<file path="src/rtl/door_access_sequencer.sv">
// Round-robin access sequencer in front of the single-door motor controller.
// It grants one request source at a time and sends a one-cycle ACTIVATE pulse.
// It watches the motor outputs and limit switches, closes the door again after
// a hold time, and latches a fault (with motor inhibit) on a motor-run timeout
// or on an obstacle while closing.
module door_access_sequencer #(
    parameter int NREQ           = 3,
    parameter int AUTO_CLOSE_CYC = 1000,
    parameter int TIMEOUT_CYC    = 5000,
    parameter int CNT_W          = 16
) (
    input  logic            CLK,
    input  logic            RST,
    input  logic [NREQ-1:0] REQ,
    input  logic            FAULT_CLR,
    input  logic            UP_MAX,
    input  logic            DOWN_MAX,
    input  logic            UP_M,
    input  logic            DOWN_M,
    input  logic            OBSTACLE,
    output logic            ACTIVATE,
    output logic [NREQ-1:0] GRANT,
    output logic            BUSY,
    output logic            FAULT,
    output logic            MOTOR_INHIBIT
);

    localparam int IDX_W = $clog2(NREQ);

    localparam logic [CNT_W-1:0] HOLD_LOAD    = CNT_W'(AUTO_CLOSE_CYC - 1);
    localparam logic [CNT_W-1:0] TIMEOUT_LAST = CNT_W'(TIMEOUT_CYC - 1);
    localparam logic [CNT_W-1:0] WAIT_LAST    = CNT_W'(2);
    localparam logic [CNT_W-1:0] CNT_MAX      = '1;

    typedef enum logic [2:0] {
        S_IDLE,
        S_ISSUE,
        S_WAIT_MOVE,
        S_MOVING,
        S_OPEN_HOLD,
        S_FAULT
    } state_t;

    state_t           state;
    logic [IDX_W-1:0] rr_ptr;
    logic [IDX_W-1:0] winner;
    logic             internal;
    logic [CNT_W-1:0] cnt;

    logic             activate_q;
    logic [NREQ-1:0]  grant_q;
    logic             busy_q;
    logic             fault_q;
    logic             inhibit_q;

    // Arbitration result: first requesting source at or after rr_ptr, wrapping.
    logic             arb_any;
    logic [IDX_W-1:0] arb_idx;
    logic [2*NREQ-1:0] req2;
    logic [NREQ-1:0]  rot;
    logic [IDX_W:0]   arb_sum;

    // "Fully open" needs a consistent limit-switch reading; both limits set at
    // once is a broken sensor state and never counts as open.
    logic door_open;
    assign door_open = UP_MAX & ~DOWN_MAX;

    // Round-robin search over REQ rotated so that rr_ptr sits at bit 0.
    always_comb begin
        // NOTE: every variable gets a default first so no latch is inferred.
        arb_any = 1'b0;
        arb_idx = '0;
        arb_sum = '0;
        req2    = {REQ, REQ};
        rot     = NREQ'(req2 >> rr_ptr);
        for (int i = 0; i < NREQ; i++) begin
            if (!arb_any && rot[i]) begin
                arb_any = 1'b1;
                arb_sum = {1'b0, rr_ptr} + (IDX_W+1)'(i);
                if (arb_sum >= (IDX_W+1)'(NREQ)) begin
                    arb_sum = arb_sum - (IDX_W+1)'(NREQ);
                end
                arb_idx = arb_sum[IDX_W-1:0];
            end
        end
    end

    function automatic logic [NREQ-1:0] onehot(input logic [IDX_W-1:0] idx);
        return {{(NREQ-1){1'b0}}, 1'b1} << idx;
    endfunction

    function automatic logic [IDX_W-1:0] next_ptr(input logic [IDX_W-1:0] idx);
        return (idx == IDX_W'(NREQ - 1)) ? '0 : idx + IDX_W'(1);
    endfunction

    // Sequencer FSM; every output is a register updated alongside the state.
    always_ff @(posedge CLK or negedge RST) begin
        // NOTE: sequential state uses non-blocking assignments only, so every
        // register here sees the values from before this clock edge.
        if (!RST) begin
            state      <= S_IDLE;
            rr_ptr     <= '0;
            winner     <= '0;
            internal   <= 1'b0;
            cnt        <= '0;
            activate_q <= 1'b0;
            grant_q    <= '0;
            busy_q     <= 1'b0;
            fault_q    <= 1'b0;
            inhibit_q  <= 1'b0;
        end else begin
            // ACTIVATE and GRANT are single-cycle pulses unless re-armed below.
            activate_q <= 1'b0;
            grant_q    <= '0;
            case (state)
                S_IDLE: begin
                    if (arb_any) begin
                        state      <= S_ISSUE;
                        winner     <= arb_idx;
                        internal   <= 1'b0;
                        activate_q <= 1'b1;
                        grant_q    <= onehot(arb_idx);
                        busy_q     <= 1'b1;
                    end
                end
                S_ISSUE: begin
                    state <= S_WAIT_MOVE;
                    cnt   <= '0;
                    if (!internal) begin
                        rr_ptr <= next_ptr(winner);
                    end
                end
                S_WAIT_MOVE: begin
                    if (UP_M || DOWN_M) begin
                        state <= S_MOVING;
                        cnt   <= '0;
                    end else if (cnt >= WAIT_LAST) begin
                        // Controller refused the activation: drop it quietly.
                        state  <= S_IDLE;
                        busy_q <= 1'b0;
                    end else begin
                        cnt <= cnt + CNT_W'(1);
                    end
                end
                S_MOVING: begin
                    if (OBSTACLE && DOWN_M) begin
                        state     <= S_FAULT;
                        busy_q    <= 1'b0;
                        fault_q   <= 1'b1;
                        inhibit_q <= 1'b1;
                    end else if (!UP_M && !DOWN_M) begin
                        if (door_open) begin
                            state <= S_OPEN_HOLD;
                            cnt   <= HOLD_LOAD;
                        end else begin
                            state  <= S_IDLE;
                            busy_q <= 1'b0;
                        end
                    end else if (cnt >= TIMEOUT_LAST) begin
                        state     <= S_FAULT;
                        busy_q    <= 1'b0;
                        fault_q   <= 1'b1;
                        inhibit_q <= 1'b1;
                    end else if (cnt != CNT_MAX) begin
                        cnt <= cnt + CNT_W'(1);
                    end
                end
                S_OPEN_HOLD: begin
                    if (!door_open) begin
                        // Door was moved by hand; nothing left to auto-close.
                        state  <= S_IDLE;
                        busy_q <= 1'b0;
                    end else if (arb_any) begin
                        state      <= S_ISSUE;
                        winner     <= arb_idx;
                        internal   <= 1'b0;
                        activate_q <= 1'b1;
                        grant_q    <= onehot(arb_idx);
                    end else if (OBSTACLE) begin
                        cnt <= HOLD_LOAD;
                    end else if (cnt == '0) begin
                        state      <= S_ISSUE;
                        internal   <= 1'b1;
                        activate_q <= 1'b1;
                    end else begin
                        cnt <= cnt - CNT_W'(1);
                    end
                end
                S_FAULT: begin
                    if (FAULT_CLR) begin
                        state     <= S_IDLE;
                        fault_q   <= 1'b0;
                        inhibit_q <= 1'b0;
                    end
                end
                default: begin
                    state     <= S_IDLE;
                    busy_q    <= 1'b0;
                    fault_q   <= 1'b0;
                    inhibit_q <= 1'b0;
                end
            endcase
        end
    end

    assign ACTIVATE      = activate_q;
    assign GRANT         = grant_q;
    assign BUSY          = busy_q;
    assign FAULT         = fault_q;
    assign MOTOR_INHIBIT = inhibit_q;

endmodule

</file>
<file path="config.mk">
export PLATFORM = sky130hd
export DESIGN_NAME = door_access_sequencer
export DESIGN_NICKNAME = d
export VERILOG_FILES = /design/src/rtl/door_access_sequencer.sv
export SDC_FILE = /design/constraint.sdc
export NUM_CORES = 1
export LEC_CHECK = 0
export ABC_AREA = 1
export CAP_MARGIN = 20
export CELL_PAD_IN_SITES_DETAIL_PLACEMENT = 0
export CELL_PAD_IN_SITES_GLOBAL_PLACEMENT = 1
export CORE_MARGIN = 3
export CORE_UTILIZATION = 42
export DETAILED_ROUTE_END_ITERATION = 6
export PLACE_DENSITY_LB_ADDON = 0.1
export SKIP_LAST_GASP = 1
export SLEW_MARGIN = 5
export SYNTH_ARGS = -nofsm -noshare
export SYNTH_HDL_FRONTEND = slang
export SYNTH_SLANG_ARGS = --single-unit
</file>
<file path="constraint.sdc">
create_clock -name CLK -period 2.33 [get_ports CLK]
set_clock_uncertainty 0.1 [all_clocks]
set_input_delay 0.3495 -clock CLK [delete_from_list [all_inputs] [get_ports CLK]]
set_output_delay 0.3495 -clock CLK [all_outputs]
set_load 0.02 [all_outputs]
</file>
## Word level (Yosys, flattened, before mapping)

Cells that the tools add are included.

- Flip-flop bits (word level): 30
- Output and inout bits: 7

- Add/subtract/negate cells: 8
- Magnitude comparators: 5
- Eq/ne operators: 27
- Shifts and indexed selects: 2
- Mux-type cells: 66
- Bitwise logic cells: 5
- Reduce and logical (&&, ||, !) cells: 22

Operator list:

| operator | count |
|---|---|
| 2-to-1 mux 16 bit | 11 |
| one-hot mux 16 bit (4 select lines) | 1 |
| 2-to-1 mux 3 bit | 14 |
| != test 3 bit, second input constant | 10 |
| 2-to-1 mux 1 bit | 24 |
| 2-to-1 mux 2 bit | 9 |
| one-hot mux 3 bit (6 select lines) | 1 |
| adder 16 x 1 -> 16 bit, second input constant | 1 |
| greater-or-equal comparator 16 x 13 -> 1 bit, second input constant | 1 |
| greater-or-equal comparator 16 x 2 -> 1 bit, second input constant | 1 |
| zero test 16 bit | 1 |
| != test 16 bit, second input constant | 1 |
| subtractor 16 x 1 -> 16 bit, second input constant | 1 |
| != test 2 bit, second input constant | 7 |
| != test 4 bit, second input constant | 3 |
| AND reduction 5 bit | 2 |
| AND reduction 9 bit | 1 |
| equality test 3 x 2 -> 1 bit, second input constant | 2 |
| equality test 3 bit, second input constant | 2 |
| greater-or-equal comparator 3 x 2 -> 1 bit, second input constant | 2 |
| one-hot mux 3 bit (2 select lines) | 1 |
| AND reduction 6 bit | 1 |
| right shift 6 x 2 -> 3 bit | 1 |
| subtractor 2 bit, second input constant | 3 |
| other kinds (23) | 34 |

## Logic depth before layout (Yosys ltp)

- Word-level depth: 12
- Gate-level depth with buffers: 13
- Depth with buffers taken out: 12

## Worst setup path before layout

OpenSTA, ideal clock, no wires.

- Path type: reg2reg
- From: register cnt[0]
- To: register cnt[11]
- Setup time: 117 ps
- Arrival time: 1,643 ps
- Setup slack: 470 ps
- Stages on the path, launching flop included: 14
- Path buffers: 1
- Clock period less this slack: 1,860 ps
- Cells stage by stage: dfrtp_1 inv_1 ha_1 nor2_1 nand2_1 nor2_2 nand2_2 nand2_2 nand3_4 nor2_8 nand2_4 buf_6 nand2_1 nand2_1

- Cells in the longest elaborated chain, start to end: 6
- Elaborated cells on any way between the ends: 22
- Classes of those cells: 2 x add/sub; 2 x order compare; 5 x eq/ne; 11 x mux; 2 x reduce/logical

RTL lines:

| item | RTL line | source |
|---|---|---|
| start, declared | 48 | `logic [CNT_W-1:0] cnt;` |
| start signal, assigned | 142 | `cnt <= cnt + CNT_W'(1);` |
| start signal, assigned | 165 | `cnt <= cnt + CNT_W'(1);` |
| start signal, assigned | 186 | `cnt <= cnt - CNT_W'(1);` |
| subtractor 16 x 1 -> 16 bit or adder 16 x 1 -> 16 bit (tied branches) | 186, 142, 165 |  |
| 2-to-1 mux 16 bit, on equally long branches | 181, 164 |  |
| 2-to-1 mux 16 bit, on equally long branches | 179, 159 |  |
| 2-to-1 mux 16 bit, on equally long branches | 173, 151 |  |
| 2-to-1 mux 16 bit, on equally long branches | 169, 146 |  |
| one-hot mux 16 bit (4 select lines) | 115 | `case (state)` |

Several ways; a longest one is shown, not always the timed one. The select of a mux whose other input is x is not followed.
A chain may end at the register's enable or synchronous reset.

## Final worst setup path

Same ends and word-level chain as after synthesis.

==> results by group <==
Logic synthesis
  • Post-synthesis instance area: 0.00274 mm2
  • Synthesized area per cell: 6.11 um2
  • Mapped Nets: 466
  • Synth warn: 0
  • Yosys reg bits: 30
  • Syn Inst Count: 448
  • Netlist cell types: 29
  • Post-synthesis sequential area ratio: 27.4%

Power
  • Clock share of power: about a tenth
  • Total power: 0.00405 W
  • Max VDD drop: ~0.58 mV
  • Int Pwr: 0.00186 W
  • PwrDens: ~1300 mW/mm2
  • Reg power frac: 22.5%
  • Switching Share: 54.2%
  • Logic pwr share: between 60 and 70%
  • NetSw: 0.00219 W
  • LEAKAGE: 1.65 nW

Die
  • Die Y: 86.7 um
  • Number of I/O pins: 18
  • Rows: 28
  • Initial Util: ~45%
  • Core Region: 0.00610 mm2
  • Die Wd: 86.7 um
  • Total Die Area: 0.00752 mm2

Clocking
  • Clk slew on worst S/H paths: 70 ps
  • Skew-Pair Late Insertion Delay: 280 ps
  • Clock root cell: clkbuf_8
  • CTS tree: yes
  • Post-CTS Hold Fix Bufs: 0
  • Num Clock Sinks: 30
  • H-tree levels: 2
  • Maximum clock path buffer count: 2
  • Num CTS Buffers: 5

Global route
  • Largest net degree at the start of global routing: 31
  • Initial antenna violation count: 0
  • First-pass GRT wire length: 12300 um
  • Tot GR Track Use: 20.8%
  • Number of global-route vias before repair: 2582
  • Total grt overflow: 0

Timing
  • Fin crit share: 90.4%
  • Fin crit period: 2110 ps
  • Normalized max-slew margin: 67.5%
  • Setup Viol. Count Final: 0
  • Slew Viols, Final: 0
  • Max Clk Rate: 475 MHz
  • Worst slew pin tran: 486 ps
  • RSZ-0062 raised after global routing: false
  • Hold Violations, Final: 0
  • Setup tns final: 0 ps

Routing
  • Via count: ~2900
  • Routed wire length: 7450 um
  • DRT iter0 DRCs: 212
  • Via density: about 5.3
  • Drt pass-1 iters: 7
  • Drc violations: 0
  • Wire length per cell: 13.6 um
  • Detail Route Antenna Nets: 0

Min path
  • Hold Path Class: in2async

Setup path
  • Worst path max stage delay: 420 ps
  • R2R setup slack: 220 ps
  • Slowest cell on the critical path: dfrtp_2
  • R2R Path End: cnt[11]
  • Kind of cell adding the most delay to the critical path: simple AND/OR/NAND/NOR gates
  • CP dominant cell by count: nand2_1
  • Setup CP Type: reg2reg
  • RR Startpoint: cnt[0]
  • CP Cell Sequence: inv_1 > ha_1 > nor2_1 > nand2_1 > nor2_2 > nand2_2 > nand2_2 > nand3_4 > nor2_8 > nand2_4 > nand2_1 > nand2_1
  • Worst setup EP type: flop
  • Req. time, crit path: 2390 ps
  • R2R cell count: 12
  • Worst EP arrival: around 2200 ps
  • CP Launch Type: flop
  • Critical Path Fanout Max: 16
  • Bufs and invs on worst path: 1

Placed design
  • Port Buf Inserts: 17
  • Gpl congestion: 0.925
  • Hpwl dp: around 5900 um
  • Placed Cells: 541

Cells and area
  • Multi-input logic area: ~0.0017 mm2
  • Proportion of layout cells with a drive suffix above 1: 8.90%
  • Most frequent cells in the layout: nand2_1, nand3_1, nor2_1
  • Commonest non-fill, non-tap cell in the layout: nand2_1
  • Layout Cells excl Fill: 547
  • Area Overhead vs Synth: 13.2%
  • Final core utilization: 50.8%
  • Register Area: 752 um2
  • Filler instances: 625
  • Layout net count: 491
  • Antenna diodes: 0

Job
  • Count of maximum capacitance violations: 0

Outcome
  • Status: completed
cell type report:
class | instances | area share, %
Tap cell | 75 | 3.03
Inverter | 52 | 6.30
Multi-Input combinational cell | 355 | 55.3
Clock buffer | 6 | 2.67
Timing Repair Buffer | 29 | 8.40
Sequential cell | 30 | 24.3
worst max-delay path by stage:
stage | from | end | slack [ps] | depth (start not counted)
after floorplan | cnt[0] | cnt[11] | 470 | 13
after global placement | REQ[0] | cnt[4] | 170 | 11
after detailed placement | REQ[0] | cnt[11] | 140 | 11
after CTS | cnt[0] | cnt[11] | 160 | 12
after global routing | cnt[5] | cnt[15] | 30 | 10
final | cnt[0] | cnt[11] | 220 | 12
cell families after synthesis:
logic type      count (synthesis)  share of synthesized area [%]
simple gates                  306                           50.4
flops                          30                           27.4
compound gates                 36                           7.13
xor+xnor                        6                           1.92
fa+ha+maj                       7                           3.20
buf+inv                        63                           9.92
sequential cells by signal (all words and copies together), names as in the netlist:
signal         count
MOTOR_INHIBIT      1
BUSY               1
internal           1
cnt               16
GRANT              3
rr_ptr             2
state              3
ACTIVATE           1
winner             2
cells in the mapped netlist:
library cell,instances,share of area (%)
nor2_8,1,0.73
buf_6,3,1.2
nor3_4,1,0.59
and2_1,1,0.23
buf_4,1,0.27
dfrtp_1,30,27
nand2_1,141,19
o211ai_1,3,0.82
nor3_1,8,1.5
nand2_4,1,0.41
inv_1,50,6.9
nor2_1,53,7.3
xor2_1,4,1.3
nand4_1,11,2.5
nor2_2,4,0.91
nand3_1,71,13
xnor2_1,2,0.64
a41oi_1,1,0.32
a22oi_1,1,0.27
nand3_4,1,0.64
nand3_2,1,0.37
ha_1,7,3.2
buf_2,7,1.3
a31oi_1,1,0.23
nand2_2,11,2.5
a21oi_1,8,1.5
inv_2,2,0.27
o21ai_0,22,4.0
nor2_4,1,0.41
what timing repair did:
item	in CTS	in global routing
setup endpoints to repair	0	2
gates resized for setup	0	1
buffers inserted	0	0
metrics by stage:
stage               area (um2)  setup slack, ps  hold WS (ps)
global placement          3010              168           402
global route              3100             31.7           406
floorplan                 2740              470         -46.1
finish                    3100              223           368
detailed placement        3010              136           398
CTS                       3100              156           378
power by group through the flow:
stage	registers [W]	clock network, W	logic, W
after global routing	0.000939	0.000455	0.00304
final	0.000910	0.000410	0.00273
after global placement	0.000911	0	0.00271
after CTS	0.000904	0.000429	0.00272
after detailed placement	0.000911	0	0.00270
after floorplan	0.000859	0	0.00212
metal layers:
layer | GRT usage (%) | up-vias | share of wire (%)
met4 | 6.94 | 0 | 2.1
met5 | 0 | - | 0
met3 | 3.61 | 13 | 5.1
met2 | 33.2 | 91 | 47
li1 | - | 1485 | -
met1 | 28.4 | 1330 | 46
Note: power is estimated with default switching activity, not from simulation.
